File: src/rtl/systolic_result_streamer_if.sv
// rtl/systolic_result_streamer_if.sv - matrix capture and beat stream bundle for systolic_result_streamer
// SYSTOLIC_STREAMER_OVERRUN_EN adds o_overrun / i_clearOverrun.
interface systolic_result_streamer_if #(
    parameter int N              = 4,
    parameter int ELEM_W         = 8,
    parameter int ELEMS_PER_BEAT = 1
);
    logic [N-1:0][N-1:0][ELEM_W-1:0]   i_c;
    logic                              i_resultValid;
    logic [ELEMS_PER_BEAT*ELEM_W-1:0]  o_data;
    logic                              o_valid;
    logic                              i_ready;
    logic                              o_last;
    logic                              o_canAccept;
`ifdef SYSTOLIC_STREAMER_OVERRUN_EN
    logic                              o_overrun;
    logic                              i_clearOverrun;
`endif

    modport master (
        input  i_c, i_resultValid, i_ready,
`ifdef SYSTOLIC_STREAMER_OVERRUN_EN
        input  i_clearOverrun,
        output o_overrun,
`endif
        output o_data, o_valid, o_last, o_canAccept
    );

    modport slave (
        output i_c, i_resultValid, i_ready,
`ifdef SYSTOLIC_STREAMER_OVERRUN_EN
        output i_clearOverrun,
        input  o_overrun,
`endif
        input  o_data, o_valid, o_last, o_canAccept
    );
endinterface

File: src/rtl/systolic_result_streamer.sv
// rtl/systolic_result_streamer.sv - double-buffered row-major drain of a systolic result matrix
// SYSTOLIC_STREAMER_OVERRUN_EN adds a sticky dropped-capture flag with registered clear.
module systolic_result_streamer #(
    parameter int N              = 4,
    parameter int ELEM_W         = 8,
    parameter int ELEMS_PER_BEAT = 1
) (
    input  logic                      i_clk,
    input  logic                      i_srst,
    systolic_result_streamer_if.master bus
);
    localparam int BEATS  = N * N / ELEMS_PER_BEAT;
    localparam int BEAT_W = ELEMS_PER_BEAT * ELEM_W;
    localparam int CW     = (BEATS > 1) ? $clog2(BEATS) : 1;
    localparam logic [CW-1:0] LAST_BEAT = CW'(BEATS - 1);

    typedef enum logic [1:0] {IDLE, STREAM, STREAM_PEND} state_t;

    state_t                       state;
    logic [BEATS-1:0][BEAT_W-1:0] active;
    logic [BEATS-1:0][BEAT_W-1:0] pending;
    logic [CW-1:0]                beat_cnt;
    logic                         valid_q;
    logic                         can_accept_q;
    logic                         handshake;
    logic                         last_handshake;

    assign handshake      = valid_q & bus.i_ready;
    assign last_handshake = handshake & (beat_cnt == LAST_BEAT);

    // Flat packing puts element 0 in the low bits, so beat k is simply slice k.
    assign bus.o_data      = active[beat_cnt];
    assign bus.o_valid     = valid_q;
    assign bus.o_last      = valid_q & (beat_cnt == LAST_BEAT);
    assign bus.o_canAccept = can_accept_q;

    always_ff @(posedge i_clk) begin
        if (i_srst) begin
            state        <= IDLE;
            active       <= '0;
            pending      <= '0;
            beat_cnt     <= '0;
            valid_q      <= 1'b0;
            can_accept_q <= 1'b1;
        end else begin
            case (state)
                IDLE: begin
                    if (bus.i_resultValid) begin
                        active   <= bus.i_c;
                        beat_cnt <= '0;
                        valid_q  <= 1'b1;
                        state    <= STREAM;
                    end
                end
                STREAM: begin
                    if (last_handshake) begin
                        beat_cnt <= '0;
                        // A capture landing on the final beat reloads active with no bubble.
                        if (bus.i_resultValid) begin
                            active <= bus.i_c;
                        end else begin
                            valid_q <= 1'b0;
                            state   <= IDLE;
                        end
                    end else begin
                        if (handshake) begin
                            beat_cnt <= beat_cnt + CW'(1);
                        end
                        if (bus.i_resultValid) begin
                            pending      <= bus.i_c;
                            can_accept_q <= 1'b0;
                            state        <= STREAM_PEND;
                        end
                    end
                end
                STREAM_PEND: begin
                    if (last_handshake) begin
                        beat_cnt <= '0;
                        active   <= pending;
                        if (bus.i_resultValid) begin
                            pending <= bus.i_c;
                        end else begin
                            can_accept_q <= 1'b1;
                            state        <= STREAM;
                        end
                    end else if (handshake) begin
                        beat_cnt <= beat_cnt + CW'(1);
                    end
                end
                default: state <= IDLE;
            endcase
        end
    end

`ifdef SYSTOLIC_STREAMER_OVERRUN_EN
    logic overrun_q;

    // A drop in the same cycle as a clear keeps the flag set.
    always_ff @(posedge i_clk) begin
        if (i_srst) begin
            overrun_q <= 1'b0;
        end else if ((state == STREAM_PEND) && bus.i_resultValid && !last_handshake) begin
            overrun_q <= 1'b1;
        end else if (bus.i_clearOverrun) begin
            overrun_q <= 1'b0;
        end
    end

    assign bus.o_overrun = overrun_q;
`endif
endmodule

File: src/flat_wrapper.sv
// flat-port wrapper written by rule: the top's interface ports become plain ports
module systolic_result_streamer_flat 
#(
    parameter int N              = 4,
    parameter int ELEM_W         = 8,
    parameter int ELEMS_PER_BEAT = 1
)
  (i_clk, i_srst, bus_i_c, bus_i_resultValid, bus_i_ready, bus_o_data, bus_o_valid, bus_o_last, bus_o_canAccept);
  systolic_result_streamer_if #(.N(N), .ELEM_W(ELEM_W), .ELEMS_PER_BEAT(ELEMS_PER_BEAT)) bus_i ();
  input  logic i_clk;
  input  logic i_srst;
  input wire logic [$bits(bus_i.i_c)-1:0] bus_i_c;
  input wire logic [$bits(bus_i.i_resultValid)-1:0] bus_i_resultValid;
  input wire logic [$bits(bus_i.i_ready)-1:0] bus_i_ready;
  output wire logic [$bits(bus_i.o_data)-1:0] bus_o_data;
  output wire logic [$bits(bus_i.o_valid)-1:0] bus_o_valid;
  output wire logic [$bits(bus_i.o_last)-1:0] bus_o_last;
  output wire logic [$bits(bus_i.o_canAccept)-1:0] bus_o_canAccept;
  assign bus_i.i_c = bus_i_c;
  assign bus_i.i_resultValid = bus_i_resultValid;
  assign bus_i.i_ready = bus_i_ready;
  assign bus_o_data = bus_i.o_data;
  assign bus_o_valid = bus_i.o_valid;
  assign bus_o_last = bus_i.o_last;
  assign bus_o_canAccept = bus_i.o_canAccept;
  systolic_result_streamer #(.N(N), .ELEM_W(ELEM_W), .ELEMS_PER_BEAT(ELEMS_PER_BEAT)) u_core (.i_clk(i_clk), .i_srst(i_srst), .bus(bus_i));
endmodule
File: config.mk
export PLATFORM = sky130hd
export DESIGN_NAME = systolic_result_streamer_flat
export DESIGN_NICKNAME = d
export VERILOG_FILES = /design/src/rtl/systolic_result_streamer_if.sv /design/src/rtl/systolic_result_streamer.sv /design/src/flat_wrapper.sv
export SDC_FILE = /design/constraint.sdc
export NUM_CORES = 1
export LEC_CHECK = 0
export BUFFER_PORTS_ARGS = -buffer_cell sky130_fd_sc_hd__buf_2
export CAP_MARGIN = 20
export CORE_ASPECT_RATIO = 0.7
export CORE_MARGIN = 3
export CORE_UTILIZATION = 35
export DETAILED_ROUTE_END_ITERATION = 10
export GPL_TIMING_DRIVEN = 0
export SKIP_LAST_GASP = 1
export SLEW_MARGIN = 20
export SYNTH_ARGS = -nofsm -noshare
export SYNTH_HDL_FRONTEND = slang
export SYNTH_SLANG_ARGS = --single-unit
File: constraint.sdc
create_clock -name i_clk -period 4.6 [get_ports i_clk]
set_clock_uncertainty 0.1 [all_clocks]
set_input_delay 0.46 -clock i_clk [delete_from_list [all_inputs] [get_ports i_clk]]
set_output_delay 0.46 -clock i_clk [all_outputs]
set_load 0.005 [all_outputs]
After elaboration in Yosys (flattened, before gate mapping)
Cells that the tools add are included.
{"block": "word_totals", "register_bits": 264, "output_inout_bits": 11}
{"block": "op_classes", "n_mux": 30, "bitwise": 3, "add_sub_neg": 1, "n_reduce_logical": 12, "eq_ne": 13, "magnitude_cmp": 1}
{"op": "$mux 128", "count": 6}
{"op": "$pmux 128 s3", "count": 1}
{"op": "$pmux 128 s2", "count": 1}
{"op": "$bmux 8 s4", "count": 1}
{"op": "$mux 2", "count": 6}
{"op": "$mux 4", "count": 3}
{"op": "$ne 2x2->1 const B", "count": 5}
{"op": "$reduce_and 5->1", "count": 2}
{"op": "$reduce_and 3->1", "count": 3}
{"op": "$mux 8", "count": 1}
{"op": "$pmux 4 s2", "count": 1}
{"op": "$mux 1", "count": 7}
{"op": "$pmux 2 s3", "count": 1}
{"op": "$reduce_bool 2->1", "count": 3}
{"op": "$lt 4x5->1 const B", "count": 1}
{"op": "$add 4x1->4 const B", "count": 1}
{"op": "$eq 4x4->1 const B", "count": 1}
{"op": "$ne 2x1->1 const B", "count": 2}
{"op": "$pmux 1 s2", "count": 2}
{"op": "$reduce_and 4->1", "count": 1}
{"op": "$and 1x1->1", "count": 3}
{"op": "$ne 3x1->1 const B", "count": 1}
{"op": "$ne 3x2->1 const B", "count": 1}
{"op": "$ne 3x3->1 const B", "count": 1}
{"op": "5 further kinds", "count": 5}

Longest topological paths before layout
Gate-level depths: netlist (run 1).
{"block": "depth", "depth_word": 4, "depth_mapped": 9, "ltp_nobuf": 6}

Worst setup path before layout (run 1)
No wires, ideal clock.
{"block": "synth_path", "path_type": "register -> output", "start": "reg u_core.beat_cnt[0]", "end": "out bus_o_data[0]", "path_stages_with_launch": 6, "setup_slack_ns": 2.518, "t_arrival_ns": 1.522, "path_buffers": 2, "path_cell_list": "dfxtp_1 buf_2 buf_2 mux4_2 a22oi_1 nand2_1"}
{"block": "synth_via", "elab_chain_len": 2}
{"item": "from (decl)", "line_no": "systolic_result_streamer.sv:22", "text": "logic [CW-1:0] beat_cnt;"}
{"item": "from (signal assigned)", "line_no": "systolic_result_streamer.sv:67", "text": "beat_cnt <= beat_cnt + CW'(1);"}
{"item": "from (signal assigned)", "line_no": "systolic_result_streamer.sv:87", "text": "beat_cnt <= beat_cnt + CW'(1);"}
{"item": "$bmux 8 s4", "line_no": "systolic_result_streamer.sv:32", "text": "assign bus.o_data = active[beat_cnt];"}
{"item": "$mux 8 (not written as such)", "line_no": "systolic_result_streamer.sv:32"}
{"item": "to (decl)", "line_no": "flat_wrapper.sv:15", "text": "output wire logic [$bits(bus_i.o_data)-1:0] bus_o_data;"}
Every way passes these cells. The select of a mux whose other input is x is not followed.

Worst setup path in the final report (run 1)
{"block": "layout_path", "start": "reg u_core.beat_cnt[1]", "end": "out bus_o_data[0]"}
The elaborated chain is that of the path after synthesis.

==> results of run 1 <==
where the power goes:
group | internal (mW) | total [mW] | leakage (nW) | switching [mW]
logic | 1.66 | 3.79 | 2.97 | 2.13
registers | 2.96 | 3.37 | 2.16 | 0.414
clock network | 1.34 | 2.30 | 0.455 | 0.960
total | 5.96 | 9.46 | 5.58 | 3.50
cell usage after synthesis (2+ instances only):
library cell / instances / share of area, %
mux2i_1: 288 / 22
nand2_1: 267 / 7.6
dfxtp_1: 264 / 40
nor3_1: 131 / 4.9
a211oi_2: 120 / 11
clkbuf_1: 49 / 1.4
buf_2: 46 / 1.7
a221oi_1: 16 / 1.1
mux4_2: 16 / 2.7
buf_12: 13 / 2.0
buf_6: 13 / 1.1
a211oi_1: 10 / 0.57
o21ai_0: 10 / 0.38
a22oi_1: 8 / 0.45
a21oi_1: 5 / 0.19
buf_4: 5 / 0.28
ha_1: 5 / 0.47
inv_1: 4 / 0.11
nor2_1: 4 / 0.11
buf_1: 3 / 0.085
o21ai_1: 3 / 0.11
a31oi_1: 2 / 0.094
and2_1: 2 / 0.094
clkinv_1: 2 / 0.057
inv_2: 2 / 0.057
nand3_1: 2 / 0.075
nor2b_1: 2 / 0.094
nor3_2: 2 / 0.15
cell type report:
class / count / area (um^2) / area share (%)
plain buffers: 129 / 870 / 5.61
clock buffers: 37 / 773 / 4.99
clock inverters: 12 / 141 / 0.913
inverters: 8 / 30.0 / 0.194
multi-input cells: 911 / 7090 / 45.7
flip-flops and latches: 264 / 5290 / 34.1
well taps: 480 / 601 / 3.88
repair buffers: 141 / 706 / 4.56
kinds of logic (layout without fill, tap and decap cells):
logic type | Yosys count | in the layout
flip-flops | 264 | 264
buffers and inverters | 137 | 327
AND/OR/NAND/NOR | 420 | 420
adder cells (fa/ha/maj) | 5 | 5
multiplexers | 305 | 305
AO/OA/AOI/OAI | 181 | 181
routing by layer:
metal  vias to the layer above  part of all wire [%]  GRT usage (%)
met5                         -                     0              0
met2                       358                    42           30.8
met1                      5357                    49           31.9
li1                       5069                     -              -
met3                        50                   7.7           4.53
met4                         0                   1.6           3.49
worst max path at each step:
stage / start / to / slack, ns / depth (start not counted)
detailed placement: i_srst / u_core.pending[80] / 1.67 / 6
global placement: i_srst / u_core.pending[38] / 1.70 / 6
finish: u_core.beat_cnt[1] / bus_o_data[0] / 1.13 / 6
CTS: u_core.beat_cnt[1] / bus_o_data[2] / 1.19 / 6
global route: u_core.beat_cnt[1] / bus_o_data[4] / 1.06 / 8
floorplan: u_core.beat_cnt[0] / bus_o_data[0] / 2.52 / 5
placed cells by master (no fill, tap or decap), types with 2 or more instances in the layout:
cell type,synthesis,layout
nor2_1,4,4
o21ai_1,3,3
ha_1,5,5
clkinv_1,2,2
buf_12,13,13
nor3_1,131,131
nand3_1,2,2
clkbuf_8,0,6
a211oi_1,10,10
dfxtp_1,264,264
o21ai_0,10,10
mux4_2,16,16
a21oi_1,5,5
mux2i_1,288,288
clkbuf_16,0,27
a31oi_1,2,2
nor3_2,2,2
buf_1,3,3
clkinv_2,0,7
nor2b_1,2,2
inv_1,4,4
a221oi_1,16,16
a22oi_1,8,8
buf_2,46,187
and2_1,2,2
inv_2,2,2
buf_6,13,13
nand2_1,267,267
bufinv_16,0,3
clkbuf_1,49,53
buf_4,5,5
a211oi_2,120,120
flip-flops by register name (all words and copies together) (netlist names):
register	count
u_core.bus.o_canAccept	1
u_core.state	2
u_core.beat_cnt	4
u_core.active	128
u_core.pending	128
u_core.bus.o_valid	1
critical path, cell delays in order (launching register included):
cell	delay, ns
dfxtp_1	0.35
buf_2	0.32
buf_1	0.73
mux4_2	0.47
a22oi_1	0.18
nand2_1	0.14
buf_2	0.16
metrics by stage:
| step | hold slack, ns | instances |
|---|---|---|
| after floorplan | 0.334 | 1312 |
| after global placement | 0.341 | 1933 |
| after detailed placement | 0.346 | 1933 |
| after CTS | 0.0446 | 1982 |
| after global routing | 0.0633 | 1982 |
| final | 0.0608 | 1982 |
==> results by group, run 1 <==
Cells and area
  – FILL cells: 3503
  – Area Growth Syn to Fin: 16.7%
  – Total Nets Final: 1619
  – Core Util, Final: 42.3%
  – ANT cells: 0
  – Layout cells sized above 1: a little over a quarter
  – Design area: 15500 um^2

Detailed routing
  – Vias/cell: 5.47
  – TritonRoute pass-1 iters: 5
  – Avg WL per Cell: 21.8 um
  – Post-Route WL: 43.2 mm
  – Initial drt markers: around 800
  – # DRC: 0
  – Routed Antenna Nets: 0
  – DR vias: approximately 11k

Yosys
  – Post-synthesis simple-gate area fraction: around 14%
  – Yosys Warn Count: 0
  – Flops & latches, synth: 264
  – Synth Area per Inst: between 10 and 15 um^2
  – Ys flop type: dfxtp_1
  – Post-Syn Area: 13300 um^2
  – Synth Area in Adders: 0.471%
  – Asr flop ratio synth: 0%
  – Register area share after synthesis: 39.8%
  – Number of synthesized flops with an enable pin: 0
  – Post-synthesis mux area share: 24.5%
  – Largest family of logic cells by synthesized area: multiplexers
  – Xor/xnor share of the synthesized area: 0%
  – Post-synthesis compound-gate area fraction: 14.7%
  – Synth cell types: 46
  – Post-Syn Nets: 1449
  – Syn Inst Count: 1312

Clock tree
  – CTS Hold Bufs: 0
  – Root Driver: clkbuf_16
  – Post-CTS sizing: 0
  – TritonCTS Sinks: approximately 260
  – Clk buf depth: 3
  – Worst skew pair latency: 0.55 ns
  – CTS tree: built
  – Post-CTS setup buffers: 0
  – H-Tree Level Count: 1
  – Clock-pin slew of the registers on the worst-case setup and hold paths: 0.06 ns
  – Total CTS buffers: 27

Global route
  – Number of global-route vias before repair: between 10k and 15k
  – Pin count of the biggest net entering global routing: 15
  – Gr usage total: between 20% and 30%
  – Grt total ovfl: 0
  – First-pass GRT wire length: roughly 65 mm
  – Initial antenna violation count: 0

Worst setup path
  – RR Endpoint: u_core.active[61]
  – Cells on worst reg2reg path: 7
  – CP Data Arrival Time: 2.91 ns
  – Startpoint class of the critical path: flop
  – Crit. End Element: output port
  – R2R Path Start: u_core.state[0]
  – CP Data Required Time: 4.04 ns
  – Setup CP Type: reg2out
  – Worst reg2reg setup slack: 2.08 ns
  – Crit path max fanout: 10

Floorplan
  – Die Span X: 239 um
  – Starting Density: 36.2%
  – Core outline area: 36600 um^2
  – Die area: 40300 um^2
  – Core Rows: 58
  – Die H: 169 um
  – I/O pins: 143

Timing
  – Setup ws final: between 1 and 1.5 ns
  – Worst slew pin tran: about 0.95 ns
  – Final-report hold violation count: 0
  – Max_slew headroom: 36.4%
  – Final setup fails: 0
  – Setup TNS: 0 ns
  – Crit share post-route: 75.4%
  – Min cycle time layout: 3.47 ns
  – Max Slew Vio Count: 0
  – Max frequency: between 0.2 and 0.3 GHz
  – RSZ-0062 raised after global routing: no

Worst hold path
  – Worst hold path stage count: 3
  – Min-delay src: bus_i_c[114]
  – Worst Hold End: u_core.pending[114]
  – Hold Path Class: in2reg

Place
  – Post-DP HPWL: 32.6 mm
  – Placed cell area: 14600 um^2
  – Port Buf Inserts: 141
  – Final RePlAce weighted congestion: 0.895
  – DP Worst Slack: 1.67 ns

Power
  – PwrDens: slightly above 600 nW/um^2
  – Worst VDD drop: 249 uV
  – P_leak: between 5 and 6 nW
  – Pwr Total: 9.46 mW

Flow run
  – Max_cap viols: 0

Run status
  – Status: finished clean
Power figures use the tool's default switching activity.
==> inputs of run 2 (changes only) <==
==> constraint.sdc (replaced) <==
create_clock -name i_clk -period 3.45 [get_ports i_clk]
set_clock_uncertainty 0.1 [all_clocks]
set_input_delay 0.345 -clock i_clk [delete_from_list [all_inputs] [get_ports i_clk]]
set_output_delay 0.345 -clock i_clk [all_outputs]
set_load 0.005 [all_outputs]
==> run 2 against run 1 <==
Core utilization is 3.5 points higher. Count of clock-buffer cells in the layout did not move. Die area unchanged.
==> results by group, run 2 (synthesis results as in run 1) <==
Floorplan
  – Core outline area: 36600 um^2 (unchanged)
  – Die area: 40300 um^2 (unchanged)
  – Starting Density: 36.2% (unchanged)
  – Die Span X: 239 um (unchanged)
  – I/O pins: 143 (unchanged)
  – Die H: 169 um (unchanged)
  – Core Rows: 58 (unchanged)

Timing
  – Min cycle time layout: 3.37 ns
  – Final-report hold violation count: 0 (unchanged)
  – Max Slew Vio Count: 0 (unchanged)
  – Setup TNS: 0 ns (unchanged)
  – Crit share post-route: a little under 100%
  – Worst slew pin tran: 0.934 ns (-0.0203 ns)
  – Final setup fails: 0 (unchanged)
  – Max frequency: 0.297 GHz
  – RSZ-0062 raised after global routing: no
  – Max_slew headroom: 37.7% (+1.4 points)

Worst setup path
  – Crit path max fanout: 10 (unchanged)
  – RR Endpoint: u_core.active[60]
  – Setup CP Type: reg2out
  – R2R Path Start: u_core.state[0]
  – Crit. End Element: output port
  – Startpoint class of the critical path: flop
  – CP Data Required Time: 3.00 ns (-1.04 ns)
  – Cells on worst reg2reg path: 7 (unchanged)
  – Worst reg2reg setup slack: 0.90 ns (-1.18 ns)
  – CP Data Arrival Time: 2.92 ns (about the same)

Power
  – Combinational power share: 40.6% (+0.5 points)
  – Sw Ratio: 36.9% (-0.15 points)
  – P_leak: 6.12 nW (+9.6%)
  – Reg power frac: 35.3% (-0.3 points)
  – PwrDens: 759 nW/um^2 (+24%)
  – Net Switching: 4.69 mW (+34%)
  – Clk pwr share: 24.2% (about the same)
  – Internal: 8.04 mW (+35%)
  – Worst VDD drop: 332 uV (+33%)

Global route
  – Pin count of the biggest net entering global routing: 15 (unchanged)
  – Number of global-route vias before repair: 11.2k (+5.7%)
  – Gr usage total: 21.4% (+0.39 points)
  – Grt total ovfl: 0 (unchanged)
  – Initial antenna violation count: 0 (unchanged)
  – First-pass GRT wire length: 66.4 mm (+2.8%)

Place
  – Port Buf Inserts: 141 (unchanged)
  – Placed cell area: 14600 um^2 (unchanged)
  – Final RePlAce weighted congestion: 0.895 (unchanged)
  – Post-DP HPWL: 32.6 mm (unchanged)
  – Placed insts: 1933 (unchanged)

Clock tree
  – Post-CTS sizing: 0 (unchanged)
  – CTS tree: built
  – H-Tree Level Count: 1 (unchanged)
  – Worst skew pair latency: 0.55 ns (about the same)
  – Clock-pin slew of the registers on the worst-case setup and hold paths: 0.07 ns (about the same)
  – Total CTS buffers: 27 (unchanged)
  – Root Driver: clkbuf_16
  – TritonCTS Sinks: 264 (unchanged)
  – Clk buf depth: 3 (unchanged)

Cells and area
  – ANT cells: 0 (unchanged)
  – FILL cells: 3432 (-2.0%)
  – Most common cell after layout, fill and taps aside: mux2i_1
  – Layout cells sized above 1: 25.0% (-2.1 points)
  – Total Nets Final: 1747 (+7.9%)
  – Fin cells: 2110 (+6.5%)
  – Design area: 16800 um^2 (+8.3%)
  – Most frequent cells in the layout: mux2i_1 (288), nand2_1 (267), dfxtp_1 (264)
  – Regs by FF count: u_core.active x128, u_core.pending x128, u_core.beat_cnt x4
  – Area Growth Syn to Fin: 26.4%
  – Multi-input logic area: 7090 um^2 (unchanged)
  – Register area: 5290 um^2 (unchanged)

Worst hold path
  – Worst hold path stage count: 3 (unchanged)
  – Hold Path Class: in2reg
  – Min-delay src: bus_i_resultValid
  – Worst Hold End: u_core.bus.o_valid

Detailed routing
  – Avg WL per Cell: 20.9 um (-4.4%)
  – DR vias: 11.3k (+4.6%)
  – Vias/cell: 5.37 (-1.8%)
  – Initial drt markers: 858 (+7.0%)
  – Routed Antenna Nets: 0 (unchanged)
  – Post-Route WL: 44.0 mm (+1.8%)
  – TritonRoute pass-1 iters: 6 (+1)
  – # DRC: 0 (unchanged)

Flow run
  – Max_cap viols: 0 (unchanged)

Run status
  – Status: finished clean
## run 2: changes by cell type in the layout (fill, tap and decap cells not counted), sizes merged
cell	previous run	this run
dlygate4sd3	0	128
## run 2: cell type report
cell class,count,area share (%)
multi-input cells,911,42.2
flip-flops and latches,264,31.5
repair buffers,269,11.8
plain buffers,129,5.18
clock buffers,37,4.61
well taps,480,3.58
clock inverters,12,0.843
inverters,8,0.179
## run 2: repair_timing
| item | CTS | global route |
|---|---|---|
| hold buffers | 128 | 0 |
| setup buffers | 0 | 0 |
| hold endpoints to repair | 128 | 0 |
## run 2: power groups by stage
stage / combinational, mW / sequential, mW / clock (mW)
2_1_floorplan: 3.87 / 4.32 / 0
3_5_place_dp: 4.99 / 4.53 / 0
6_report: 5.17 / 4.49 / 3.08
5_1_grt: 5.54 / 4.58 / 3.23
4_1_cts: 5.13 / 4.47 / 3.12
3_3_place_gp: 4.90 / 4.50 / 0
## run 2: how the worst max path moves through the flow
stage	from	endpoint	slack (ns)	cells after the start
after global placement	i_srst	u_core.pending[38]	0.66	6
final	u_core.beat_cnt[1]	bus_o_data[0]	0.08	6
after detailed placement	i_srst	u_core.pending[80]	0.64	6
after CTS	u_core.beat_cnt[1]	bus_o_data[2]	0.15	6
after global routing	u_core.beat_cnt[1]	bus_o_data[4]	0.02	8
after floorplan	u_core.state[1]	u_core.pending[40]	1.45	8
## run 2: metal layers
layer	GRT usage [%]	routed length (um)	up-vias
met5	0	0	-
met4	3.49	705	0
met3	4.25	3120	55
met2	31.7	18400	354
met1	32.4	21700	5593
li1	-	-	5327
## run 2: through the flow
step           setup WS [ns]  utilization, %  hold slack [ns]  power [mW]
6_report              0.0840            45.8           0.0772        12.7
5_1_grt               0.0200            45.8           0.0759        13.3
4_1_cts                0.152            45.8           0.0612        12.7
3_5_place_dp           0.636            39.8            0.346        9.51
3_3_place_gp           0.661            39.8            0.341        9.40
2_1_floorplan           1.45               -            0.334        8.19
## run 2: worst max-delay path, stage by stage, from the launching register on
cell     delay (ns)
dfxtp_1        0.35
buf_2          0.32
buf_1          0.74
mux4_2         0.47
a22oi_1        0.18
nand2_1        0.14
buf_2          0.16
